[src/rtl/count_stream_rx.sv]
// count_stream_rx
//   Consumer for a free-running counter stream. Accepts WIDTH-bit samples over a
//   valid/ready handshake, registers the doubled sample for a downstream stage,
//   keeps the most recent even sample, and counts accepted samples (saturating).
//
// Optional feature (macro COUNT_STREAM_RX_SEQ_CHECK_EN):
//   When defined, each accepted sample after the first one following reset is
//   checked against previous+1 (mod 2^WIDTH). A gap sets the sticky seq_err.
//   When undefined, seq_err is tied low.
//
// Ports
//   clk        in   clock, posedge active
//   rst_n      in   asynchronous active-low reset
//   in_valid   in   producer presents in_data
//   in_ready   out  block can accept this cycle (combinational from out_ready)
//   in_data    in   WIDTH-bit sample
//   out_valid  out  out_dbl holds an undelivered result
//   out_ready  in   sink accepts out_dbl this cycle
//   out_dbl    out  accepted sample * 2 mod 2^WIDTH
//   out_even   out  most recent accepted even sample
//   out_cnt    out  accepted-sample count, saturating at 2^CNT_W-1
//   seq_err    out  sticky sequence-gap flag

module count_stream_rx #(
  parameter int unsigned WIDTH = 32,
  parameter int unsigned CNT_W = 16
) (
  input  logic             clk,
  input  logic             rst_n,
  input  logic             in_valid,
  output logic             in_ready,
  input  logic [WIDTH-1:0] in_data,
  output logic             out_valid,
  input  logic             out_ready,
  output logic [WIDTH-1:0] out_dbl,
  output logic [WIDTH-1:0] out_even,
  output logic [CNT_W-1:0] out_cnt,
  output logic             seq_err
);

  localparam logic [CNT_W-1:0] CNT_MAX = '1;

  typedef enum logic {
    EMPTY = 1'b0,
    FULL  = 1'b1
  } state_t;

  state_t state;
  state_t state_nxt;
  logic   accept;

  // Ready when the output slot is free or is being drained this cycle; held low in reset.
  assign in_ready  = rst_n & ((state == EMPTY) | out_ready);
  assign accept    = in_valid & in_ready;
  assign out_valid = (state == FULL);

  // State register
  always_ff @(posedge clk or negedge rst_n) begin
    if (!rst_n) begin
      state <= EMPTY;
    end else begin
      state <= state_nxt;
    end
  end

  // Next-state logic; FULL & accept implies out_ready, so the slot is refilled in place.
  always_comb begin
    state_nxt = state;
    case (state)
      EMPTY: begin
        if (accept) begin
          state_nxt = FULL;
        end
      end
      FULL: begin
        if (out_ready && !accept) begin
          state_nxt = EMPTY;
        end
      end
      default: state_nxt = EMPTY;
    endcase
  end

  // Result, even-sample copy and saturating count, updated only on accept
  always_ff @(posedge clk or negedge rst_n) begin
    if (!rst_n) begin
      out_dbl  <= '0;
      out_even <= '0;
      out_cnt  <= '0;
    end else if (accept) begin
      out_dbl <= {in_data[WIDTH-2:0], 1'b0};
      if (!in_data[0]) begin
        out_even <= in_data;
      end
      if (out_cnt != CNT_MAX) begin
        out_cnt <= out_cnt + CNT_W'(1);
      end
    end
  end

`ifdef COUNT_STREAM_RX_SEQ_CHECK_EN
  logic [WIDTH-1:0] last;
  logic             first_seen;
  logic             gap;

  // The first sample after reset has no predecessor, so it is never flagged.
  assign gap = first_seen & (in_data != (last + WIDTH'(1)));

  // Sequence tracker with sticky error
  always_ff @(posedge clk or negedge rst_n) begin
    if (!rst_n) begin
      last       <= '0;
      first_seen <= 1'b0;
      seq_err    <= 1'b0;
    end else if (accept) begin
      last       <= in_data;
      first_seen <= 1'b1;
      if (gap) begin
        seq_err <= 1'b1;
      end
    end
  end
`else
  assign seq_err = 1'b0;
`endif

endmodule

[config.mk]
export PLATFORM = sky130hd
export DESIGN_NAME = count_stream_rx
export DESIGN_NICKNAME = d
export VERILOG_FILES = /design/src/rtl/count_stream_rx.sv
export SDC_FILE = /design/constraint.sdc
export NUM_CORES = 1
export LEC_CHECK = 0
export CAP_MARGIN = 5
export CORE_MARGIN = 1.5
export CORE_UTILIZATION = 50
export CTS_CLUSTER_DIAMETER = 40
export DETAILED_ROUTE_END_ITERATION = 16
export DONT_BUFFER_PORTS = 1
export PLACE_DENSITY_LB_ADDON = 0.05
export SYNTH_ARGS = -nofsm -noshare
export SYNTH_HDL_FRONTEND = slang
export SYNTH_SLANG_ARGS = --single-unit
[constraint.sdc]
create_clock -name clk -period 1.5 [get_ports clk]
set_input_delay 0.225 -clock clk [delete_from_list [all_inputs] [get_ports clk]]
set_output_delay 0.225 -clock clk [all_outputs]
set_load 0.02 [all_outputs]
Word-level counts from Yosys, hierarchy flattened
Cells that the tools add are included.

word-level totals
  logic and storage cells = 18
  bits of input ports = 36
  output and inout port bits = 83
  register bits = 79

cells by class
  bitwise operators = 5
  multiplexer cells = 3
  add/sub/neg operators = 1
  equality and inequality tests = 1
  reductions and logical operators = 4

operator list
  cell                                           number
  adder 16 x 1 -> 16 bit, second input constant  1
  != test 16 bit, second input constant          1
  AND reduction 2 bit                            2
  bitwise AND 1 bit                              2
  2-to-1 mux 1 bit                               2
  NOT 1 bit                                      2
  case mux 1 bit (2 select lines)                1
  logical AND 1 bit                              1
  logical NOT 1 bit                              1
  bitwise OR 1 bit                               1

Logic depth before layout (Yosys ltp)
  depth after elaboration = 8
  depth in mapped cells = 6
  mapped depth without buffers = 5

Worst setup path before layout
OpenSTA, ideal clock, no wires.

  kind = register -> register
  start point = register out_cnt[4]
  end point = register out_cnt[1]
  arrival time = 1631 ps
  required time = 1375 ps
  setup slack = -256 ps
  buffers on the path = 1
  period minus slack after synthesis = 1756 ps
  stages on the path, launching flop included = 6
  setup time = 125 ps
  cells stage by stage = dfrtp_1 > nand3_2 > or3_1 > buf_6 > o21a_4 > mux2_4

on the way
  cells in the longest elaborated chain, start to end = 2

ends and longest elaborated chain
  element                               RTL line  text
  start: declaration                    37        output logic [CNT_W-1:0] out_cnt,
  start signal: assignment              96        out_cnt <= out_cnt + CNT_W'(1);
  != test 16 bit                        95        if (out_cnt != CNT_MAX) begin
  AND reduction 2 bit (no source line)  --

Every way passes these cells.
A chain may end at the register's enable or synchronous reset.

Final worst setup path
Same ends and word-level chain as after synthesis.

==> summary.txt <==
Detailed routing
  – WL/cell: 20.8 um
  – Post-route ant nets: 0
  – Routed WL: 6800 um
  – Via count: 1872
  – Starting DRT DRC Count: a little over 50
  – DRC: 0
  – Initial DRT Pass Iterations: 4
  – Vias per cell: 5.74

Critical path
  – CP startpoint kind: flop
  – Path type of the worst setup path: reg2reg
  – CP Max Fanout: 4
  – CP Data Required Time: 1730 ps
  – Critical path endpoint category: flop
  – Worst r2r path cells: 4
  – WP data arrival: 1730 ps

Synth
  – Seq/Total Area, Yosys: 62.4%
  – Syn Area/Cell: roughly 15 um^2
  – Synth area leader: dfrtp_1
  – Synth top area share: 62.4%
  – Yosys warns: 0
  – Synth cell types: 34
  – Synthesized area: 3170 um^2
  – Count of flip-flops with a built-in enable after synthesis: 0
  – Post-Syn Instances: about 210
  – #FFs+latches synth: between 70 and 80
  – Ys flop type: dfrtp_1
  – Top cells by area, synth: dfrtp_1 (62%), mux2_2 (22%), xnor2_1 (2.8%), buf_2 (0.95%), o2111ai_1 (0.83%)
  – Async SR Flop Fraction: 100%

Place
  – Gpl congestion: a little under 0.8
  – Placed cell count: just over 300
  – DP Worst Slack: -45.8 ps
  – Placed instance area: 3490 um^2
  – Dpl hpwl: between 4000 and 5000 um
  – PortBufs: 0

Layout
  – Antenna fix cells: 0
  – Util after Layout: a little under two thirds
  – Area Growth Syn to Fin: 20.4%
  – FF/Latch Area: ~2000 um^2
  – Share of cells above drive strength 1: roughly 52%
  – Most common cell after layout, fill and taps aside: dfrtp_1
  – Design Area, Final: 3820 um^2
  – Post-Layout Cell Count: about 330
  – Fill cells: 460
  – Commonest non-fill, non-tap cells in the layout: dfrtp_1 (69), mux2_2 (54), buf_4 (25), xnor2_1 (10), dfrtp_2 (10)
  – Area of the multi-input gates: 1230 um^2
  – Final net count: roughly 280

Worst hold path
  – Worst min path class: in2async

Floorplan
  – Die height: 82.6 um
  – I/O pins: 119
  – Core Region: 6030 um^2
  – Area of the die: between 6000 and 7000 um^2
  – Row count: 28
  – Die Wd: 82.6 um
  – Initial Util: between 50% and 60%

Clock network
  – CTS Sinks: between 70 and 80
  – H-tree depth: 3
  – CTS tree: done
  – Deepest clock path buffer count: 2
  – CTS Buf Count: 9
  – Skew-Pair Late Insertion Delay: 340 ps
  – CTS clk-pin slew, worst paths: 80 ps
  – Root Buffer: clkbuf_8

Timing
  – # setup viols final: 1
  – Final min period: roughly 1500 ps
  – Clock Skew: 9.37 ps
  – Hold_ws: -428 ps
  – Hold Fails Final Rpt: 79
  – Max Fclk: 0.666 GHz
  – Setup WS post-layout: -1.60 ps
  – Fin Setup TNS: -1.60 ps
  – Max-slew violations: 0
  – RSZ-0062 raised after global routing: true
  – Final period util: 100%

GRT
  – Vias in the first global route: around 2000
  – Initial antenna violation count: 0
  – Congestion Overflow GR: 0
  – Global-route wire length before repair: approximately 9900 um
  – Gr usage total: 20.0%
  – Largest net degree at the start of global routing: 82

Run status
  – Outcome: finished, violations left
  – Failing checks: hold timing, setup timing

Pwr
  – Static leakage: 1.66 nW
  – Power per cell area: 1540 nW/um^2
  – Peak supply drop: roughly 0.85 mV
  – Total power: 5.87 mW

Run
  – Max-capacitance violation count: 0
## where the power goes
part | leakage, nW | internal (mW) | switching (mW)
Clock | 0.110 | 0.935 | 0.739
Combinational | 0.606 | 0.522 | 0.402
Sequential | 0.939 | 2.54 | 0.728
## critical path, stage by stage (launching register included)
cell and delay (ps):
dfrtp_2 370, nand3_2 90, or3_4 420, o21a_4 220
mux2_4 290
## worst paths after layout
kind | from | end | slack (ps)
worst max-delay path | out_cnt[4]$_DFFE_PN0P_ | out_cnt[1]$_DFFE_PN0P_ | -2
worst min-delay path | rst_n | out_cnt[6]$_DFFE_PN0P_ | -430
worst max register to register | out_cnt[4]$_DFFE_PN0P_ | out_cnt[1]$_DFFE_PN0P_ | -2
worst min register to register | out_cnt[6]$_DFFE_PN0P_ | out_cnt[6]$_DFFE_PN0P_ | 630
max in group asynchronous | rst_n | out_even[20]$_DFFE_PN0P_ | 1810
min in group clk | in_data[18] | out_even[18]$_DFFE_PN0P_ | 30
## cell type report
cell class                      count  share of cell area (%)
Multi-Input combinational cell    123                    32.2
Inverter                            2                   0.197
Clock inverter                      6                    2.20
Timing Repair Buffer               31                    7.50
Tap cell                           75                    2.46
Clock buffer                       10                    3.34
Sequential cell                    79                    52.1
## cell usage after synthesis, types with 2 or more instances
cell type   n
and3_1      3
buf_2       6
buf_4       3
dfrtp_1    79
inv_1       2
mux2_2     62
nand2_1     4
nand2b_1    2
nand3_1     5
nand4_1     4
nor2_1      2
nor2b_1     2
nor3_1      4
o2111ai_1   3
o211ai_1    3
xnor2_1    10
xor2_1      2
## what timing repair did
item / CTS / global route
pin swaps: 0 / 10
setup buffers: 0 / 2
endpoints found under the hold margin: 79 / 79
gates resized for setup: 2 / 13
setup endpoints to repair: 7 / 39
cloned: 0 / 2
## sequential cells by signal (all words and copies together), names as in the netlist
register,count
out_dbl,31
out_even,31
out_cnt,16
out_valid,1
## kinds of logic after synthesis
family / share of synthesized area (%)
compound gates: 3.35
mux: 22.8
flops: 62.4
buf+inv: 2.37
xor+xnor: 3.31
other cells: 0.118
simple gates: 5.29
fa+ha+maj: 0.395
## layer usage
layer,global-route usage [%],part of all wire [%],up-vias,wire length (um)
li1,-,-,818,-
met1,21.0,37,966,2510
met2,35.2,53,83,3590
met3,9.56,9.5,5,648
met4,6.00,0.71,0,48
met5,0,0,-,0
(Power assumes the default switching activity.)
